$ cat src/rtl/control_fsm_seq_if.sv
// Host/datapath handshake bundle for the control_fsm_seq sequencer.
// The master side drives start/abort/run_len; the slave side returns the controls and status.
interface control_fsm_seq_if #(
    parameter int CNT_W = 8
) ();
    logic             start;
    logic             abort;
    logic [CNT_W-1:0] run_len;
    logic             reset_out;
    logic             load;
    logic             enable;
    logic             busy;
    logic             done;
    logic [2:0]       state;
    logic [CNT_W-1:0] cycles;

    modport master (
        output start, abort, run_len,
        input  reset_out, load, enable, busy, done, state, cycles
    );

    modport slave (
        input  start, abort, run_len,
        output reset_out, load, enable, busy, done, state, cycles
    );
endinterface

$ cat src/rtl/control_fsm_seq.sv
// Sequencer driving a datapath through clear, load and an enable window of run_len cycles,
// finishing with a one-cycle done strobe; abortable, with busy/state/cycle-count readout.
module control_fsm_seq #(
    parameter int CNT_W       = 8,
    parameter int RST_CYCLES  = 2,
    parameter int LOAD_CYCLES = 1
) (
    input  logic              clk,
    input  logic              reset,
    control_fsm_seq_if.slave  bus
);

    typedef enum logic [2:0] {
        ST_IDLE  = 3'd0,
        ST_RESET = 3'd1,
        ST_LOAD  = 3'd2,
        ST_RUN   = 3'd3,
        ST_DONE  = 3'd4
    } state_t;

    localparam logic [CNT_W-1:0] ONE       = CNT_W'(1);
    localparam logic [CNT_W-1:0] RST_INIT  = CNT_W'(RST_CYCLES - 1);
    localparam logic [CNT_W-1:0] LOAD_INIT = CNT_W'(LOAD_CYCLES - 1);

    state_t           state_q;
    state_t           nxt_state;
    logic [CNT_W-1:0] phase_q;
    logic [CNT_W-1:0] len_q;
    logic [CNT_W-1:0] cycles_q;

    // Abort outranks every other exit from the busy states, including terminal count.
    always_comb begin
        nxt_state = ST_IDLE;
        case (state_q)
            ST_IDLE:  nxt_state = bus.start ? ST_RESET : ST_IDLE;
            ST_RESET: begin
                if (bus.abort)                nxt_state = ST_IDLE;
                else if (phase_q == '0)       nxt_state = ST_LOAD;
                else                          nxt_state = ST_RESET;
            end
            ST_LOAD: begin
                if (bus.abort)                nxt_state = ST_IDLE;
                else if (phase_q != '0)       nxt_state = ST_LOAD;
                else if (len_q != '0)         nxt_state = ST_RUN;
                else                          nxt_state = ST_DONE;
            end
            ST_RUN: begin
                if (bus.abort)                nxt_state = ST_IDLE;
                else if (cycles_q == len_q - ONE) nxt_state = ST_DONE;
                else                          nxt_state = ST_RUN;
            end
            ST_DONE:  nxt_state = ST_IDLE;
            default:  nxt_state = ST_IDLE;
        endcase
    end

    always_ff @(posedge clk or posedge reset) begin
        if (reset) begin
            state_q       <= ST_IDLE;
            phase_q       <= '0;
            len_q         <= '0;
            cycles_q      <= '0;
            bus.reset_out <= 1'b0;
            bus.load      <= 1'b0;
            bus.enable    <= 1'b0;
            bus.busy      <= 1'b0;
            bus.done      <= 1'b0;
        end else begin
            state_q <= nxt_state;

            if (state_q == ST_IDLE && bus.start) begin
                len_q    <= bus.run_len;
                cycles_q <= '0;
            end else if (state_q == ST_RUN) begin
                cycles_q <= cycles_q + ONE;
            end

            // Phase counter reloads on entry to a timed state and counts down while it stays.
            case (nxt_state)
                ST_RESET: phase_q <= (state_q == ST_RESET) ? phase_q - ONE : RST_INIT;
                ST_LOAD:  phase_q <= (state_q == ST_LOAD)  ? phase_q - ONE : LOAD_INIT;
                default:  phase_q <= phase_q;
            endcase

            bus.reset_out <= (nxt_state == ST_RESET);
            bus.load      <= (nxt_state == ST_LOAD);
            bus.enable    <= (nxt_state == ST_RUN);
            bus.busy      <= (nxt_state == ST_RESET) || (nxt_state == ST_LOAD) || (nxt_state == ST_RUN);
            bus.done      <= (nxt_state == ST_DONE);
        end
    end

    assign bus.state  = state_q;
    assign bus.cycles = cycles_q;

endmodule

$ cat src/flat_wrapper.sv
// flat-port wrapper written by rule: the top's interface ports become plain ports
module control_fsm_seq_flat 
#(
    parameter int CNT_W       = 8,
    parameter int RST_CYCLES  = 2,
    parameter int LOAD_CYCLES = 1
)
  (clk, reset, bus_start, bus_abort, bus_run_len, bus_reset_out, bus_load, bus_enable, bus_busy, bus_done, bus_state, bus_cycles);
  control_fsm_seq_if #(.CNT_W(CNT_W)) bus_i ();
  input  logic clk;
  input  logic reset;
  input wire logic [$bits(bus_i.start)-1:0] bus_start;
  input wire logic [$bits(bus_i.abort)-1:0] bus_abort;
  input wire logic [$bits(bus_i.run_len)-1:0] bus_run_len;
  output wire logic [$bits(bus_i.reset_out)-1:0] bus_reset_out;
  output wire logic [$bits(bus_i.load)-1:0] bus_load;
  output wire logic [$bits(bus_i.enable)-1:0] bus_enable;
  output wire logic [$bits(bus_i.busy)-1:0] bus_busy;
  output wire logic [$bits(bus_i.done)-1:0] bus_done;
  output wire logic [$bits(bus_i.state)-1:0] bus_state;
  output wire logic [$bits(bus_i.cycles)-1:0] bus_cycles;
  assign bus_i.start = bus_start;
  assign bus_i.abort = bus_abort;
  assign bus_i.run_len = bus_run_len;
  assign bus_reset_out = bus_i.reset_out;
  assign bus_load = bus_i.load;
  assign bus_enable = bus_i.enable;
  assign bus_busy = bus_i.busy;
  assign bus_done = bus_i.done;
  assign bus_state = bus_i.state;
  assign bus_cycles = bus_i.cycles;
  control_fsm_seq #(.CNT_W(CNT_W), .RST_CYCLES(RST_CYCLES), .LOAD_CYCLES(LOAD_CYCLES)) u_core (.clk(clk), .reset(reset), .bus(bus_i));
endmodule
$ cat config.mk
export PLATFORM = sky130hd
export DESIGN_NAME = control_fsm_seq_flat
export DESIGN_NICKNAME = d
export VERILOG_FILES = /design/src/rtl/control_fsm_seq_if.sv /design/src/rtl/control_fsm_seq.sv /design/src/flat_wrapper.sv
export SDC_FILE = /design/constraint.sdc
export NUM_CORES = 1
export LEC_CHECK = 0
export ABC_CLOCK_PERIOD_IN_PS = 4100
export CORE_ASPECT_RATIO = 0.8
export CORE_MARGIN = 4
export CORE_UTILIZATION = 50
export CTS_CLUSTER_SIZE = 10
export DETAILED_ROUTE_END_ITERATION = 8
export MAX_ROUTING_LAYER = met4
export PLACE_DENSITY = 0.81
export SLEW_MARGIN = 20
export SYNTH_ARGS = -nofsm -noshare
export SYNTH_HDL_FRONTEND = slang
export SYNTH_SLANG_ARGS = --single-unit
export TNS_END_PERCENT = 50
$ cat constraint.sdc
create_clock -name clk -period 4.1 [get_ports clk]
set_input_delay 0.615 -clock clk [delete_from_list [all_inputs] [get_ports clk]]
set_output_delay 0.615 -clock clk [all_outputs]
set_load 0.05 [all_outputs]
# After elaboration in Yosys (flattened, before gate mapping)

Index checks and enable logic that the tools add are counted.

Register bits after elaboration: 32
Latch bits: 0
Memory bits (writable): 0
Memory bits (read-only): 0
Input bits: 12
Output and inout port bits: 16
Word-level logic and storage cells: 43
Memories: 0

Add/sub/neg operators: 3
$mul: 0
Div/mod/pow operators: 0
Order comparisons: 0
Eq/ne operators: 8
Shifts and indexed selects: 0
Muxes and demuxes: 14
Bitwise operators: 0
Reductions and logical operators: 9

Operators by type and width:

| kind                  | number |
|---|---|
| $mux W8               | 4 |
| $mux W3               | 6 |
| $pmux W8 S2           | 1 |
| $reduce_bool A8 Y1    | 2 |
| $sub A8 B1 Y8 const B | 2 |
| $eq A3 B2 Y1 const B  | 4 |
| $pmux W3 S4           | 1 |
| $add A8 B1 Y8 const B | 1 |
| $eq A8 B8 Y1          | 1 |
| $logic_not A8 Y1      | 1 |
| $eq A3 B1 Y1 const B  | 2 |
| $reduce_bool A2 Y1    | 2 |
| $eq A3 B3 Y1 const B  | 1 |
| $logic_not A3 Y1      | 1 |
| $logic_or A1 B1 Y1    | 2 |
| $mux W2               | 1 |
| $logic_and A1 B1 Y1   | 1 |
| $mux W1               | 1 |

# Depth between registers and ports, before layout

Word-level depth: 8
Gate-level depth with buffers: 8
Gate-level depth less buffers: 7

# Worst setup path after synthesis

OpenSTA, ideal clock, no wires.

Kind: register to register
Start: reg u_core.state_q[1] (netlist: u_core.bus.state[1])
End: reg u_core.phase_q[4]
Library setup time: 0.120 ns
Arrival: 2.359 ns
Data required time: 3.980 ns
Slack: 1.621 ns
Stages on the path, launching flop included: 7
Path buffers: 1
Period minus slack after synthesis: 2.479 ns
Path through: dfrtp_1 > clkbuf_1 > or4b_2 > a31oi_1 > o21ai_0 > xor2_1 > nor2_1

Word-level cells in the longest chain between the ends: 4
Elaborated cells between the ends (all ways): 11
Classes of those cells: eq/ne (5); mux (4); reduce/logical (2)

RTL lines:

| what                                                     | RTL line              | RTL |
|---|---|---|
| start, declared                                          | control_fsm_seq.sv:25 | `state_t state_q;` |
| start signal, assigned                                   | control_fsm_seq.sv:69 | `state_q <= nxt_state;` |
| $eq A3 B2 Y1 (tied with other cells)                     | control_fsm_seq.sv:34 | `case (state_q)` |
| $pmux W3 S4                                              | control_fsm_seq.sv:34 |  |
| $eq A3 B2 Y1 / $eq A3 B1 Y1 (equally long branches)      | control_fsm_seq.sv:79 | `case (nxt_state)` |
| $pmux W8 S2 / $reduce_bool A2 Y1 (equally long branches) | --                    |  |
| end signal, assigned                                     | control_fsm_seq.sv:80 | `ST_RESET: phase_q <= (state_q == ST_RESET) ? phase_q - ONE : RST_INIT;` |
| end signal, assigned                                     | control_fsm_seq.sv:81 | `ST_LOAD: phase_q <= (state_q == ST_LOAD) ? phase_q - ONE : LOAD_INIT;` |
| end signal, assigned                                     | control_fsm_seq.sv:82 | `default: phase_q <= phase_q;` |
| end, declared                                            | control_fsm_seq.sv:27 | `logic [CNT_W-1:0] phase_q;` |

Parallel ways exist; a longest one is shown, timed or not.
A chain may end at the register's enable or synchronous reset.

# Worst setup path in the final report

Start: in bus_abort
End: reg u_core.phase_q[5]

Word-level cells in the longest chain between the ends: 4
Elaborated cells between the ends (all ways): 8
Classes of those cells: eq/ne (2); mux (5); reduce/logical (1)

RTL lines:

| what                                                     | RTL line                                                            | RTL |
|---|---|---|
| start, declared                                          | flat_wrapper.sv:13                                                  | `input wire logic [$bits(bus_i.abort)-1:0] bus_abort;` |
| $mux W3 (on tied branches)                               | control_fsm_seq.sv:48, control_fsm_seq.sv:37, control_fsm_seq.sv:42 |  |
| $pmux W3 S4 (*)                                          | control_fsm_seq.sv:34                                               |  |
| $eq A3 B2 Y1 / $eq A3 B1 Y1 (equally long branches)      | control_fsm_seq.sv:79                                               |  |
| $pmux W8 S2 / $reduce_bool A2 Y1 (equally long branches) | --                                                                  |  |

Every way passes the cells marked *; elsewhere a longest branch is shown, timed or not.

==> reports/qor.yml <==
power:
  ir_drop_uv: 304
  p_leak_nw: 0.957
  power_density_mw_per_mm2: 670
die:
  die-area_mm2: 0.00454
  die_height_um: 61.1
  io_pins: 28
  rows: 18
  chipWidth_um: 74.3
  start_util: 0.547
  core_mm2: 0.00322
clock_network:
  tritoncts: "done"
  cts_sinks: 32
  clk_latency_ns: 0.30
  clk_pin_slew_ns: 0.07
  clockBufferDepth: 2
  hold_buffers: 0
  htree_levels: 2
  root_buffer: "clkbuf_8"
  cts_setup_buffers: 0
  cts.repair.resized: 0
  cts_made_buffers: 5
critical_path:
  cp-start-kind: "primary input"
  cp.arrival_ns: 2.91
  required_ns: 4.33
  crit_fanout: 9
  end_kind: "flop"
  path_class: "in -> reg"
synthesis:
  synth_edf_count: 0
  yosysUniqueCellTypes: 40
  synthArstFlopShare: 1.00
  syn_avg_cell_area_um2: 9.22
  postSynthCellCount: 191
  yosys_warnings: 0
  synth_nets: 207
  seq_area_frac_synth: 0.455
  synth-main-ff-cell: "dfrtp_1"
  ys_seq_elements: 32
  netlist_area_mm2: 0.00176
final_layout:
  post-route-util: 0.672
  fin_nets: 237
  nFillCells: 251
  design_area_mm2: 0.00216
  antenna_cells: 0
  area_delta_synth_final_pct: 22.9
  drive_gt1_frac: 0.0631
worst_hold_path:
  hold_class: "reg -> reg"
routing:
  ant_nets: 0
  via_count: 1513
  drt_iter0_drc: 90
  wire_per_inst_um: 15.5
  drcViolationCount: 0
  drtPass1Iterations: 4
  totalWireLength_um: 4060
  viasPerCell: 5.77
grt:
  grt_pass1_wl_um: 6640
  antenna_found_initial: 0
  grt_use_total: 0.208
  grt_max_degree: 32
  grt_overflow: 0
  first_global_vias: 1454
placed_design:
  io_buffers: 27
  place_ws_ns: 1.13
  place.gp.congestion: 0.890
  placed_area_mm2: 0.00207
  hpwl_um: 2970
sta:
  finalSetupTns_ns: 0
  fin_worst_skew_ns: 0.00899
  final_max_slew_viol_count: 0
  rsz0062_at_grt: "false"
  tightest_slew_ns: 0.891
  setup_ws_ns: 1.43
  hold_viol: 0
  setup_viol: 0
  relSlewSlack: 0.403
  fin_crit_sh: 0.652
  fin_crit_ns: 2.67
  fmaxAchievable_mhz: 374
  fin_hold_ws_ns: 0.511
outcome:
  status: "finished, final reports clean"
job:
  drv_cap: 0
## kinds of logic (layout without fill, tap and decap cells)
kind of cell / Yosys count / count (layout) / synth area share
and+or+nand+nor: 85 / 85 / 0.238
AOI/OAI and AO/OA: 39 / 39 / 0.159
DFF: 32 / 32 / 0.455
xor gates and xnor gates: 19 / 19 / 0.0945
buffers and inverters: 12 / 43 / 0.0256
adders and majority gates: 4 / 4 / 0.0284
## worst max-delay path, stage by stage
cell	delay, ns
clkdlybuf4s50_1	0.49
or4b_2	0.77
a31oi_1	0.53
o21ai_0	0.23
xor2_1	0.18
nor2_1	0.08
## stage by stage
stage / power [mW] / instances
final: 1.45 / 262
after global routing: 1.55 / 262
after CTS: 1.45 / 262
after detailed placement: 1.20 / 254
after global placement: 1.16 / 254
after floorplan: 1.01 / 191
## sequential cells by signal, indices dropped and copies added (netlist names)
signal                count
u_core.bus.busy           1
u_core.bus.cycles         8
u_core.bus.done           1
u_core.bus.enable         1
u_core.bus.load           1
u_core.bus.reset_out      1
u_core.bus.state          3
u_core.len_q              8
u_core.phase_q            8
## cell type report
cell class / instances / area, um2 / share of cell area
Multi-Input combinational cell: 147 / 915 / 0.423
Sequential cell: 32 / 801 / 0.370
Timing Repair Buffer: 29 / 285 / 0.132
Clock buffer: 8 / 90.1 / 0.0416
Tap cell: 40 / 50.0 / 0.0231
Inverter: 6 / 22.5 / 0.0104
## power breakdown
group / switching (mW) / total [mW] / internal, mW
Clock: 0.115 / 0.252 / 0.137
Sequential: 0.112 / 0.522 / 0.410
Combinational: 0.411 / 0.677 / 0.265
## Yosys cell counts (2+ instances only)
| cell | number | area [um2] |
|---|---|---|
| nor2b_1 | 2 | 12.5 |
| a21oi_1 | 6 | 30.0 |
| o31ai_1 | 2 | 15.0 |
| a21o_1 | 2 | 15.0 |
| nor3_1 | 6 | 30.0 |
| nand2_1 | 28 | 105 |
| a221oi_1 | 2 | 17.5 |
| nand2b_1 | 4 | 25.0 |
| inv_1 | 6 | 22.5 |
| or3_1 | 3 | 18.8 |
| nand4_1 | 2 | 12.5 |
| dfrtp_1 | 32 | 801 |
| o211ai_1 | 3 | 22.5 |
| xor2_1 | 14 | 123 |
| nand3b_1 | 2 | 15.0 |
| ha_1 | 4 | 50.1 |
| nor4b_1 | 2 | 17.5 |
| xnor2_1 | 5 | 43.8 |
| nand3_1 | 6 | 30.0 |
| o21ai_0 | 13 | 65.1 |
| and3_1 | 2 | 12.5 |
| a32o_1 | 2 | 20.0 |
| clkbuf_1 | 6 | 22.5 |
| nor2_1 | 21 | 78.8 |
## metal layers
metal | global-route usage | wire [um]
met3 | 0.0506 | 310
met5 | - | 0
met1 | 0.271 | 1850
met4 | 0.145 | 137
met2 | 0.285 | 1760
## worst paths after layout
kind / depth (start not counted) / slack (ns) / end / start
min in group asynchronous: 2 / 0.72 / u_core.bus.load$_DFF_PP0_ / reset
max: 6 / 1.43 / u_core.phase_q[5]$_DFFE_PP0P_ / bus_abort
min reg2reg: 2 / 0.51 / u_core.phase_q[1]$_DFFE_PP0P_ / u_core.phase_q[1]$_DFFE_PP0P_
max reg2reg: 5 / 1.50 / u_core.bus.busy$_DFF_PP0_ / u_core.len_q[2]$_DFFE_PP0P_
max in group asynchronous: 3 / 2.89 / u_core.phase_q[0]$_DFFE_PP0P_ / reset
min: 2 / 0.51 / u_core.phase_q[1]$_DFFE_PP0P_ / u_core.phase_q[1]$_DFFE_PP0P_
## cell usage in the layout, fill, tap and decap left out, types with 2 or more instances in the layout
cell	n
clkbuf_8	6
nand3b_1	2
and3_1	2
a21o_1	2
inv_1	5
o31ai_1	2
a221oi_1	2
nand3_1	6
nor4b_1	2
o211ai_1	3
or3_1	3
ha_1	4
dfrtp_1	32
a21oi_1	6
nand2_1	28
clkbuf_1	2
xor2_1	14
a32o_1	2
nor2b_1	2
o21ai_0	13
nor3_1	6
buf_4	2
nor2_1	21
nand2b_1	4
nand4_1	2
xnor2_1	5
clkdlybuf4s50_1	27
No activity file was read; power rests on OpenSTA's default activity.
